File: src/rtl/multi_channel_counter_if.sv
// Command/result bundle for multi_channel_counter.
// The master drives the channel commands; the slave returns the counts and wrap pulses.
interface multi_channel_counter_if #(
  parameter int unsigned WIDTH    = 64,
  parameter int unsigned CHANNELS = 4,
  parameter int unsigned SEL_W    = 2,
  parameter int unsigned DIV_W    = 3
);
  logic                      En;
  logic [SEL_W-1:0]          Slt;
  logic                      Clr;
  logic                      Div_we;
  logic [DIV_W-1:0]          Div_val;
  logic [CHANNELS*WIDTH-1:0] Count;
  logic [CHANNELS-1:0]       Wrap;

  modport master (output En, Slt, Clr, Div_we, Div_val, input  Count, Wrap);
  modport slave  (input  En, Slt, Clr, Div_we, Div_val, output Count, Wrap);
endinterface

File: src/rtl/multi_channel_counter.sv
// N-channel event counter with a per-channel programmable prescaler.
// Optional macro SATURATE_EN: counts hold at all-ones instead of wrapping to zero.
module multi_channel_counter #(
  parameter int unsigned WIDTH    = 64,
  parameter int unsigned CHANNELS = 4,
  parameter int unsigned SEL_W    = 2,
  parameter int unsigned DIV_W    = 3
) (
  input  logic                   Clk,
  input  logic                   Reset_n,
  multi_channel_counter_if.slave bus
);

  localparam int unsigned CMP_W = SEL_W + 1;

  logic                      w_valid;
  logic [CHANNELS*WIDTH-1:0] w_count_flat;
  logic [CHANNELS-1:0]       w_wrap_vec;

  // Selects beyond the last channel are ignored entirely
  assign w_valid = ({1'b0, bus.Slt} < CMP_W'(CHANNELS));

  for (genvar k = 0; k < CHANNELS; k++) begin : g_ch
    logic [WIDTH-1:0] r_count;
    logic [WIDTH-1:0] w_count_nxt;
    logic [DIV_W-1:0] r_pre;
    logic [DIV_W-1:0] w_pre_nxt;
    logic [DIV_W-1:0] r_div;
    logic [DIV_W-1:0] w_div_nxt;
    logic             r_wrap;
    logic             w_wrap_nxt;
    logic             w_hit;
    logic             w_inc;
    logic             w_full;

    assign w_hit = w_valid && (bus.Slt == SEL_W'(k));

    // Clr/Div_we pre-empt the event; both may apply together
    always_comb begin
      w_count_nxt = r_count;
      w_pre_nxt   = r_pre;
      w_div_nxt   = r_div;
      w_wrap_nxt  = 1'b0;
      w_inc       = 1'b0;
      w_full      = &r_count;
      if (w_hit) begin
        if (bus.Clr || bus.Div_we) begin
          w_pre_nxt = '0;
          if (bus.Clr)    w_count_nxt = '0;
          if (bus.Div_we) w_div_nxt   = bus.Div_val;
        end else if (bus.En) begin
          if (r_pre == r_div) begin
            w_pre_nxt = '0;
            w_inc     = 1'b1;
          end else begin
            w_pre_nxt = r_pre + DIV_W'(1);
          end
        end
      end
      if (w_inc) begin
        w_wrap_nxt = w_full;
`ifdef SATURATE_EN
        if (!w_full) w_count_nxt = r_count + WIDTH'(1);
`else
        w_count_nxt = r_count + WIDTH'(1);
`endif
      end
    end

    always_ff @(posedge Clk or negedge Reset_n) begin
      if (!Reset_n) begin
        r_count <= '0;
        r_pre   <= '0;
        r_div   <= '0;
        r_wrap  <= 1'b0;
      end else begin
        r_count <= w_count_nxt;
        r_pre   <= w_pre_nxt;
        r_div   <= w_div_nxt;
        r_wrap  <= w_wrap_nxt;
      end
    end

    assign w_count_flat[k*WIDTH +: WIDTH] = r_count;
    assign w_wrap_vec[k]                  = r_wrap;
  end

  assign bus.Count = w_count_flat;
  assign bus.Wrap  = w_wrap_vec;

endmodule
File: src/flat_wrapper.sv
// flat-port wrapper written by rule: the top's interface ports become plain ports
module multi_channel_counter_flat 
#(
  parameter int unsigned WIDTH    = 64,
  parameter int unsigned CHANNELS = 4,
  parameter int unsigned SEL_W    = 2,
  parameter int unsigned DIV_W    = 3
)
  (Clk, Reset_n, bus_En, bus_Slt, bus_Clr, bus_Div_we, bus_Div_val, bus_Count, bus_Wrap);
  multi_channel_counter_if #(.WIDTH(WIDTH), .CHANNELS(CHANNELS), .SEL_W(SEL_W), .DIV_W(DIV_W)) bus_i ();
  input  logic Clk;
  input  logic Reset_n;
  input wire logic [$bits(bus_i.En)-1:0] bus_En;
  input wire logic [$bits(bus_i.Slt)-1:0] bus_Slt;
  input wire logic [$bits(bus_i.Clr)-1:0] bus_Clr;
  input wire logic [$bits(bus_i.Div_we)-1:0] bus_Div_we;
  input wire logic [$bits(bus_i.Div_val)-1:0] bus_Div_val;
  output wire logic [$bits(bus_i.Count)-1:0] bus_Count;
  output wire logic [$bits(bus_i.Wrap)-1:0] bus_Wrap;
  assign bus_i.En = bus_En;
  assign bus_i.Slt = bus_Slt;
  assign bus_i.Clr = bus_Clr;
  assign bus_i.Div_we = bus_Div_we;
  assign bus_i.Div_val = bus_Div_val;
  assign bus_Count = bus_i.Count;
  assign bus_Wrap = bus_i.Wrap;
  multi_channel_counter #(.WIDTH(WIDTH), .CHANNELS(CHANNELS), .SEL_W(SEL_W), .DIV_W(DIV_W)) u_core (.Clk(Clk), .Reset_n(Reset_n), .bus(bus_i));
endmodule
File: config.mk
export PLATFORM = sky130hd
export DESIGN_NAME = multi_channel_counter_flat
export DESIGN_NICKNAME = d
export VERILOG_FILES = /design/src/rtl/multi_channel_counter_if.sv /design/src/rtl/multi_channel_counter.sv /design/src/flat_wrapper.sv
export SDC_FILE = /design/constraint.sdc
export NUM_CORES = 1
export LEC_CHECK = 0
export CAP_MARGIN = 20
export CORE_AREA = 2 2 134 188
export DETAILED_ROUTE_END_ITERATION = 10
export DIE_AREA = 0 0 136 190
export DONT_BUFFER_PORTS = 1
export PLACE_DENSITY = 0.77
export SKIP_CTS_REPAIR_TIMING = 1
export SLEW_MARGIN = 20
export SYNTH_ARGS = -nofsm -noshare
export SYNTH_HDL_FRONTEND = slang
export SYNTH_SLANG_ARGS = --single-unit
File: constraint.sdc
create_clock -name Clk -period 2.7 [get_ports Clk]
set_input_delay 0.81 -clock Clk [delete_from_list [all_inputs] [get_ports Clk]]
set_output_delay 0.81 -clock Clk [all_outputs]
set_load 0.02 [all_outputs]
Word level (Yosys, flattened, before mapping)
Cells that the tools add are included.
- ROM bits: 0
- bits of input ports: 10
- latch bits: 0
- bits in writable memories: 0
- flip-flop bits (word level): 284
- logic and storage cells: 104
- memories kept: 0
- output and inout port bits: 260
- reduce and logical (&&, ||, !) cells: 31
- multipliers: 0
- div/mod/pow operators: 0
- bitwise logic cells: 0
- shift-type cells: 0
- add/sub/neg operators: 8
- order comparisons: 0
- equality and inequality tests: 7
- mux-type cells: 42
- operators with widths (kind ; count):
    $mux W64 ; 10
    $add A64 B1 Y64 const B ; 4
    $reduce_and A64 Y1 ; 4
    $mux W3 ; 12
    $reduce_bool A2 Y1 ; 13
    $reduce_and A3 Y1 ; 8
    $mux W1 ; 20
    $add A3 B1 Y3 const B ; 4
    $eq A3 B3 Y1 ; 4
    $reduce_and A2 Y1 ; 4
    $eq A2 B2 Y1 const B ; 2
    $eq A2 B1 Y1 const B ; 1
    $logic_not A2 Y1 ; 1
    $logic_or A1 B1 Y1 ; 1

Logic depth before layout (Yosys ltp)
Gate-level depths: netlist of run 1.
- depth after elaboration: 7
- mapped depth: 7
- depth with buffers taken out: 6

Worst setup path before layout of run 1
Ideal clock, no wire load.
- path type: input to register
- start point: input bus_Clr
- end point: register u_core.g_ch[0].r_count[59]
- arrival: 2.562 ns
- setup slack: 0.058 ns
- path buffers: 2
- required time: 2.619 ns
- library setup time: 0.081 ns
- cell stages on the path: 7
- cell sequence: or3b_1 > buf_6 > nor4_1 > nand4_1 > clkbuf_1 > nor3_1 > mux2i_1
- cells in the longest elaborated chain, start to end: 5
- elaborated cells on any way between the ends: 8
- those cells by class: mux: 3; reduce/logical: 5
- ends and longest elaborated chain (item ; line ; source):
    start: declaration ; flat_wrapper.sv:15 ; input wire logic [$bits(bus_i.Clr)-1:0] bus_Clr;
    $logic_or A1 B1 Y1 ; multi_channel_counter.sv:47 ; if (bus.Clr || bus.Div_we) begin
    $mux W1 ; multi_channel_counter.sv:47 ;
    $mux W1 ; multi_channel_counter.sv:46 ; if (w_hit) begin
    $reduce_bool A2 Y1 (no source line) ; n/a ;
    $reduce_and A3 Y1 (no source line) ; n/a ;
    end signal: assignment ; multi_channel_counter.sv:77 ; r_count <= w_count_nxt;
    end: declaration ; multi_channel_counter.sv:24 ; logic [WIDTH-1:0] r_count;
Parallel ways exist; a longest one is shown, timed or not.
A chain may end at the register's enable or synchronous reset.

Final worst setup path of run 1
- start point: register u_core.g_ch[1].r_count[32]
- end point: register u_core.g_ch[1].r_count[48]
- cells in the longest elaborated chain, start to end: 2
- ends and longest elaborated chain (item ; line ; source):
    start: declaration ; multi_channel_counter.sv:24 ;
    start signal: assignment ; multi_channel_counter.sv:77 ;
    $add A64 B1 Y64 ; multi_channel_counter.sv:65 ; w_count_nxt = r_count + WIDTH'(1);
    $mux W64 ; multi_channel_counter.sv:60 ; if (w_inc) begin
No other way between the ends.

==> impl_metrics.toml, run 1 <==
[outcome]
failed_checks = "negative hold slack"
status = "finished, violations left"

[drt]
route.met2.wl_mm = 21.81
vias_per_cell = 6.527
wirelength_mm = 41.94
drc_errors = 0
m1WireLength_mm = 15.64
met3_length_mm = 3.319
top_layer_used = "met4"
dr_total_vias = 13640
drtAntennaViolNets = 0
first_iter_violations = 863
dr.pass1.iters = 5
wl_per_cell_um = 20.08

[global_routing]
overflow = 0
grt_pass1_vias = 13640
grt_pass1_wl_mm = 68.01
antenna_found_initial = 0
groute.usage.overall_pct = 32.06
grt_max_degree = 285

[clock_tree]
clk_latency_ns = 0.55
clkSinkCount = 284
cts_root_buffer = "clkbuf_16"
htree_levels = 1
clk_pin_slew_ns = 0.06
numCtsBuffers = 28
cts_tree = "done"
clock_path_buffers = 3

[die]
pin_count = 270
start_util_pct = 62.78
die_area_um2 = 25840
row_count = 68
core_region_area_um2 = 24330
die_x_um = 136
chipHeight_um = 190

[timing]
rsz0062_at_grt = "no"
hold_viol = 28
slew_viol_final = 0
layout_setup_ws_ns = 0.2832
max_freq_mhz = 413.8
fin_hold_ws_ns = -0.04626
tightestPinTransition_ns = 0.7151
fin_setup_tns_ns = 0
min_period_ns = 2.417
finalClockSkew_ns = 0.01282
finalSetupViolCount = 0
maxSlewHeadroom_pct = 52.33
fin_crit_sh_pct = 89.51

[synthesis]
synth.cell_area_um2 = 15280
yosysWarnings = 0
synth_edf_count = 0
synth_cell_type_count = 60
synth_ff_type = "dfrtp_1"
synth_sequential_area_ratio_pct = 46.52
syn_avg_cell_area_um2 = 9.181
synthCells = 1664
syn_nets = 1682
async_flop_share_pct = 100.0
ys_ff_latch = 284

[critical_path]
end_kind = "flop"
crit_path_start_kind = "flop"
arrival_ns = 2.88
cp_max_fo = 6
cp_data_required_time_ns = 3.16
path_class = "flop to flop"

[worst_hold_path]
hp-class = "input pin to async pin"

[layout]
final_cells = 2089
drive_gt1_share_pct = 12.51
multiInputGateArea_um2 = 7781
seq_area_um2 = 7107
diodes = 0
syn_to_final_growth_pct = 13.46
nets = 1775
nFillCells = 1872
fin_area_um2 = 17330
post-route-util_pct = 71.24

[place]
io_buffers = 0
dp.cells = 2042
dpl-instance-area_um2 = 16440
gp_congestion = 0.8847
dpl.hpwl_mm = 28.77
pre_cts_slack_ns = -0.08818

[power_and_ir_drop]
finalPower_mw = 8.645
vdd_drop_max_mv = 0.5302
leakage_nw = 6.931
power_density_nw_per_um2 = 498.7

[job]
max_cap_violations = 0
-- power by group --
part	leakage [nW]	switching (mW)	internal, mW	total [mW]
Combinational	2.57	0.251	0.137	0.388
Clock	0.430	1.68	2.18	3.86
Sequential	3.93	0.0781	4.32	4.39
-- worst paths after layout --
kind / startpoint / endpoint / slack (ns) / cells after the start
min in group Clk: bus_Div_we / u_core.g_ch[0].r_pre[2] / 0.35 / 1
max in group asynchronous: Reset_n / u_core.g_ch[1].r_count[53] / 2.13 / 0
hold reg to reg: u_core.g_ch[2].r_div[2] / u_core.g_ch[2].r_div[2] / 0.53 / 1
setup reg to reg: u_core.g_ch[1].r_count[32] / u_core.g_ch[1].r_count[48] / 0.28 / 5
hold / removal: Reset_n / u_core.g_ch[2].r_count[32] / -0.05 / 0
setup / recovery: u_core.g_ch[1].r_count[32] / u_core.g_ch[1].r_count[48] / 0.28 / 5
-- synthesized netlist by cell type (28+ instances only) --
| cell | count | area (um^2) |
|---|---|---|
| nand2_1 | 248 | 930.9 |
| o21ai_0 | 59 | 295.3 |
| inv_1 | 31 | 116.4 |
| clkbuf_1 | 66 | 247.7 |
| or3_1 | 38 | 237.7 |
| nor2_1 | 97 | 364.1 |
| nand3_1 | 123 | 615.6 |
| nor3_1 | 84 | 420.4 |
| xnor2_1 | 28 | 245.2 |
| nor4_1 | 64 | 400.4 |
| dfrtp_1 | 284 | 7107 |
| xor2_1 | 32 | 280.3 |
| a21oi_1 | 45 | 225.2 |
| nand4_1 | 101 | 631.9 |
| and3_1 | 30 | 187.7 |
| o211ai_1 | 33 | 247.7 |
| mux2i_1 | 113 | 1131 |
| o31ai_1 | 43 | 322.8 |
-- sequential cells by signal, summed over array words and instances, names as in the netlist --
register,cells
u_core.g_ch.r_count,256
u_core.g_ch.r_wrap,4
u_core.g_ch.r_pre,12
u_core.g_ch.r_div,12
-- worst max-delay path, cell delays in order, from the launching register on --
cell and delay (ns):
dfrtp_1 0.54, nand4_1 0.28, nor3_1 0.49, nand4_1 0.30, nor4_1 0.47, mux2i_1 0.25
-- per-layer routing --
layer | track usage, % | vias up
li1 | - | 6359
met1 | 37.00 | 6694
met2 | 57.27 | 481
met3 | 8.074 | 101
met4 | 11.14 | 0
met5 | 0 | -
-- cells by family (layout without fill, tap and decap cells) --
logic type	Yosys count	count (layout)	synth area share, %
DFF	284	284	46.52
muxes	128	128	8.509
and+or+nand+nor	870	870	29.42
xor gates and xnor gates	60	60	3.440
adders and majority gates	8	8	0.6552
buffers and inverters	105	215	2.735
AOI/OAI and AO/OA	209	209	8.723
-- placed cells by master (no fill, tap or decap), types with 5 or more instances in the layout --
cell type,count
mux2i_1,113
clkbuf_16,29
buf_4,135
o211ai_1,33
a22o_1,5
nor3_1,81
xor2_1,32
and3_1,30
or4_1,18
nor2_1,97
clkbuf_1,6
nand2_1,248
o21ai_0,59
nor4_2,5
nand4_1,101
or2_2,9
dfrtp_1,284
or3_1,38
mux2_2,15
ha_1,8
nor3_2,5
clkbuf_8,5
nor4_1,63
nand3_1,123
o31ai_1,43
and2_1,9
xnor2_1,28
and4_1,14
a21oi_1,45
inv_1,31
-- layout make-up --
cell class                 instances  share of cell area (%)
clock buffer                      40                   4.713
tap                              315                   2.274
inverter                          31                  0.6713
multi-input combinational       1275                   44.89
timing repair buffer             137                   6.078
clock inverter                     7                  0.3753
sequential                       284                   41.00
Power figures use the tool's default switching activity.
==> run 2: changes to the inputs <==
- CORE_AREA: 2 2 134 188 -> 2 2 158 160
- DIE_AREA: 0 0 136 190 -> 0 0 160 162
==> impl_metrics.toml, run 2 (synthesis gave the netlist of run 1 again) <==
[critical_path]
r2r_slack_ns = 0.21
crit_buf_inv = 0
end_kind = "flop"
crit_path_start_kind = "flop"
path_class = "flop to flop"
arrival_ns = 2.92
cp_data_required_time_ns = 3.13
cp_slowest_cell = "nor4_1"
cp_max_fo = 7
cpMostUsedCell = "nor4_1"
path_cells = "nand4_2 > nor4_1 > nand2_1 > nor4_1 > mux2i_1"
critical-path-top-delay-family = "simple AND/OR/NAND/NOR gates"
cpPeakStageDelay_ns = 0.59

[layout]
nets = 1785
seq_area_um2 = 7107
largest_register_ffs = 256
syn_to_final_growth_pct = 15.31
largest_register = "u_core.g_ch.r_count"
post-route-util_pct = 73.08
multiInputGateArea_um2 = 7781
nFillCells = 1825
final_common_cell = "dfrtp_1"
diodes = 0
drive_gt1_share_pct = 13.07
layout.cells.most_common_list = "dfrtp_1, nand2_1, buf_4"
largestRegisters = "u_core.g_ch.r_count: 256 flops, u_core.g_ch.r_div: 12 flops, u_core.g_ch.r_pre: 12 flops"

[power_and_ir_drop]
finalPower_mw = 9.307
vdd_drop_max_mv = 0.5113
leakage_nw = 7.080
power_density_nw_per_um2 = 528.3

[timing]
finalSetupViolCount = 0
max_freq_mhz = 401.7
fin_crit_sh_pct = 92.20
maxSlewHeadroom_pct = 55.85
slew_viol_final = 0
rsz0062_at_grt = "no"
fin_setup_tns_ns = 0
min_period_ns = 2.489
hold_viol = 0
finalClockSkew_ns = 0.01855
tightestPinTransition_ns = 0.6561

[drt]
wirelength_mm = 41.67
drc_errors = 0
dr_total_vias = 13790
dr.pass1.iters = 7
wl_per_cell_um = 19.71
vias_per_cell = 6.522
drtAntennaViolNets = 0
first_iter_violations = 1384

[global_routing]
overflow = 0
grt_pass1_vias = 13230
grt_pass1_wl_mm = 67.54
antenna_found_initial = 0
groute.usage.overall_pct = 31.25
grt_max_degree = 285

[clock_tree]
cts_tree = "done"
htree_levels = 2
numCtsBuffers = 34
clk_pin_slew_ns = 0.06
clock_path_buffers = 3
clk_latency_ns = 0.51
cts_root_buffer = "clkbuf_16"
clkSinkCount = 284

[die]
core_region_area_um2 = 24110
chipHeight_um = 162
start_util_pct = 63.38
die_x_um = 160
pin_count = 270
die_area_um2 = 25920
row_count = 57

[worst_hold_path]
hp-class = "input pin to async pin"

[place]
io_buffers = 0
gp_congestion = 0.8609
dpl.hpwl_mm = 28.25

[outcome]
status = "finished clean"

[job]
max_cap_violations = 0
## run 2: power by group
group | total (mW) | internal, mW | leakage (nW) | switching (mW)
sequential | 4.38 | 4.32 | 3.93 | 0.0627
combinational | 0.432 | 0.149 | 2.61 | 0.283
clock | 4.49 | 2.71 | 0.542 | 1.78
total | 9.31 | 7.18 | 7.08 | 2.12
## run 2: per-layer routing
metal | part of all wire (%) | global-route usage (%) | vias up | routed length (um)
li1 | - | - | 6374 | -
met1 | 41 | 40.43 | 6800 | 16960
met2 | 48 | 51.83 | 545 | 20110
met3 | 9.4 | 9.423 | 68 | 3906
met4 | 1.7 | 8.108 | 0 | 700
met5 | 0 | 0 | - | 0
## run 2: path summary, 6_finish.rpt
kind,from,to,cells after the start
min reg2reg,u_core.g_ch[3].r_div[2],u_core.g_ch[3].r_div[2],1
max reg2reg,u_core.g_ch[3].r_count[11],u_core.g_ch[3].r_count[57],5
min in group Clk,bus_Div_we,u_core.g_ch[3].r_pre[2],1
min,Reset_n,u_core.g_ch[2].r_count[32],0
max in group asynchronous,Reset_n,u_core.g_ch[1].r_count[36],0
max,u_core.g_ch[3].r_count[11],u_core.g_ch[3].r_count[57],5
## run 2: through the flow
stage / cells / area (um^2) / hold slack [ns] / setup WS (ns)
floorplan: 1664 / 15280 / 0.4953 / 0.05758
global placement: 2053 / 16470 / 0.5086 / -0.04897
detailed placement: 2053 / 16470 / 0.5191 / -0.07868
CTS: 2112 / 17560 / -0.006915 / 0.1532
global route: 2114 / 17620 / 0.006677 / 0.03936
finish: 2114 / 17620 / 0.02041 / 0.2106
## run 2: final cells by class
cell class | instances | share of cell area, %
repair buffers | 141 | 6.293
multi-input cells | 1275 | 44.17
flip-flops and latches | 284 | 40.34
inverters | 31 | 0.6606
clock buffers | 55 | 6.094
well taps | 324 | 2.301
clock inverters | 4 | 0.1350
## run 2: worst register-to-register path, cell delays in order (launching register included)
cell and delay (ns):
dfrtp_1 0.51, nand4_2 0.30, nor4_1 0.59, nand2_1 0.33
nor4_1 0.45, mux2i_1 0.23
==> run 3: changes to the inputs <==
- BUFFER_PORTS_ARGS: not set -> -buffer_cell sky130_fd_sc_hd__buf_2
- CORE_AREA: 2 2 158 160 -> 2 2 167 169
- DIE_AREA: 0 0 160 162 -> 0 0 169 171
- DONT_BUFFER_PORTS: 1 -> not set
- PLACE_DENSITY: 0.77 -> 0.78
==> impl_metrics.toml, run 3 (synthesis gave the netlist of run 1 again) <==
[clock_tree]
numCtsBuffers = 31
clk_pin_slew_ns = 0.06
clkSinkCount = 284
clock_path_buffers = 3
cts_root_buffer = "clkbuf_16"
clk_latency_ns = 0.56
cts_tree = "done"
htree_levels = 1

[layout]
post-route-util_pct = 68.20
drive_gt1_share_pct = 22.65
layout.cells.most_common_list = "dfrtp_1, buf_2, nand2_1"
syn_to_final_growth_pct = 21.98
final_common_cell = "dfrtp_1"
largest_register_ffs = 256
largestRegisters = "u_core.g_ch.r_count: 256 flops, u_core.g_ch.r_div: 12 flops, u_core.g_ch.r_pre: 12 flops"
nets = 2004
largest_register = "u_core.g_ch.r_count"
fin_area_um2 = 18640

[critical_path]
crit_path_start_kind = "flop"
cp_slowest_cell = "nor4_1"
reg2reg_depth = 5
r2r_start = "u_core.g_ch[1].r_count[8]"
critical-path-top-delay-family = "simple AND/OR/NAND/NOR gates"
rr_endpoint = "u_core.g_ch[1].r_count[54]"
arrival_ns = 2.90
cp_max_fo = 12
r2r_slack_ns = 0.26
cpMostUsedCell = "and4_1"
crit_buf_inv = 0
cpPeakStageDelay_ns = 0.51
path_cells = "and4_1 > and4_1 > nand3_1 > nor4_1 > mux2i_1"
cp_data_required_time_ns = 3.17
end_kind = "flop"
path_class = "flop to flop"

[die]
die_area_um2 = 28900
core_region_area_um2 = 27320
pin_count = 270
chipHeight_um = 171
row_count = 61
die_x_um = 169
start_util_pct = 55.91

[place]
dpl.hpwl_mm = 29.94
io_buffers = 269
gp_congestion = 0.8918
pre_cts_slack_ns = -0.1935
dpl-instance-area_um2 = 17590

[drt]
first_iter_violations = 1219
vias_per_cell = 6.214
m1WireLength_mm = 18.12
drtAntennaViolNets = 0
top_layer_used = "met5"
dr_total_vias = 14640
wl_per_cell_um = 17.91
met3_length_mm = 3.185
wirelength_mm = 42.19
drc_errors = 0
dr.pass1.iters = 5
route.met2.wl_mm = 19.89

[global_routing]
groute.usage.overall_pct = 28.60
overflow = 0
grt_max_degree = 71
grt_pass1_wl_mm = 68.90
grt_pass1_vias = 13770
antenna_found_initial = 3

[power_and_ir_drop]
swShare_pct = 23.27
leakage_nw = 8.296
p_comb_share_pct = 6.0
seqPwrFrac_pct = 47.5
clock_power_share_pct = 46.5
power_density_nw_per_um2 = 495.1
p_int_mw = 7.078
vdd_drop_max_mv = 0.3936
p_sw_mw = 2.147

[worst_hold_path]
hp-class = "input pin to async pin"

[timing]
tightestPinTransition_ns = 0.6476
finalClockSkew_ns = 0.01444
fin_setup_tns_ns = 0
rsz0062_at_grt = "no"
layout_setup_ws_ns = 0.2643
slew_viol_final = 0
max_freq_mhz = 410.6
hold_viol = 0
finalSetupViolCount = 0
min_period_ns = 2.436
fin_crit_sh_pct = 90.21
maxSlewHeadroom_pct = 56.43

[job]
max_cap_violations = 0

[outcome]
status = "finished clean"
## run 3: cell count changes in the layout (fill, tap and decap cells not counted), moves of 2 or more
cell       before  now
buf_4         137   86
clkbuf_8        8   11
buf_2           0  268
buf_12          4    8
clkinv_2        3    5
bufinv_16       0    2
clkbuf_1       10    7
clkbuf_16      37   31
## run 3: how the worst max path moves through the flow
stage                                           from                         end  slack [ns]  cells past startpoint
after floorplan                              bus_Clr  u_core.g_ch[0].r_count[59]        0.06                      7
after global placement                       bus_Clr  u_core.g_ch[0].r_count[63]       -0.13                      8
after detailed placement                     bus_Clr  u_core.g_ch[0].r_count[63]       -0.19                      8
after CTS                 u_core.g_ch[0].r_count[47]  u_core.g_ch[0].r_count[62]        0.27                      5
after global routing       u_core.g_ch[0].r_count[5]  u_core.g_ch[0].r_count[58]        0.12                      6
final                      u_core.g_ch[1].r_count[8]  u_core.g_ch[1].r_count[54]        0.26                      5
## run 3: routing by layer
metal  global-route usage, %  up-vias
met5                       0        -
met4                   9.030        4
met3                   4.973       86
met2                   46.88      615
met1                   39.02     7120
li1                        -     6815
## run 3: layout make-up
type,instances,area (um^2)
clock buffers,49,953.4
flip-flops and latches,284,7107
clock inverters,7,85.08
fillers,2164,8688
repair buffers,363,2162
inverters,31,116.4
diodes,1,2.502
multi-input cells,1275,7776
well taps,346,432.9
## run 3: power by group through the flow
stage | Clock [mW] | Combinational, mW | Sequential, mW
after floorplan | 0 | 0.262 | 4.47
after global placement | 0 | 0.538 | 4.46
after detailed placement | 0 | 0.551 | 4.46
after CTS | 4.37 | 0.554 | 4.38
after global routing | 4.55 | 0.606 | 4.39
final | 4.29 | 0.551 | 4.38
## run 3: through the flow
| stage | power (mW) | hold slack [ns] | std cells |
|---|---|---|---|
| finish | 9.225 | 0.1279 | 2356 |
| global route | 9.544 | 0.1408 | 2355 |
| CTS | 9.309 | 0.1156 | 2355 |
| detailed placement | 5.012 | 0.4972 | 2299 |
| global placement | 4.995 | 0.4834 | 2299 |
| floorplan | 4.730 | 0.4953 | 1664 |
## run 3: worst reg2reg max path, delay by kind of cell (launching register included)
kind	cells	cell delay, ns
and+or+nand+nor	4	1.61
DFF	1	0.49
muxes	1	0.24
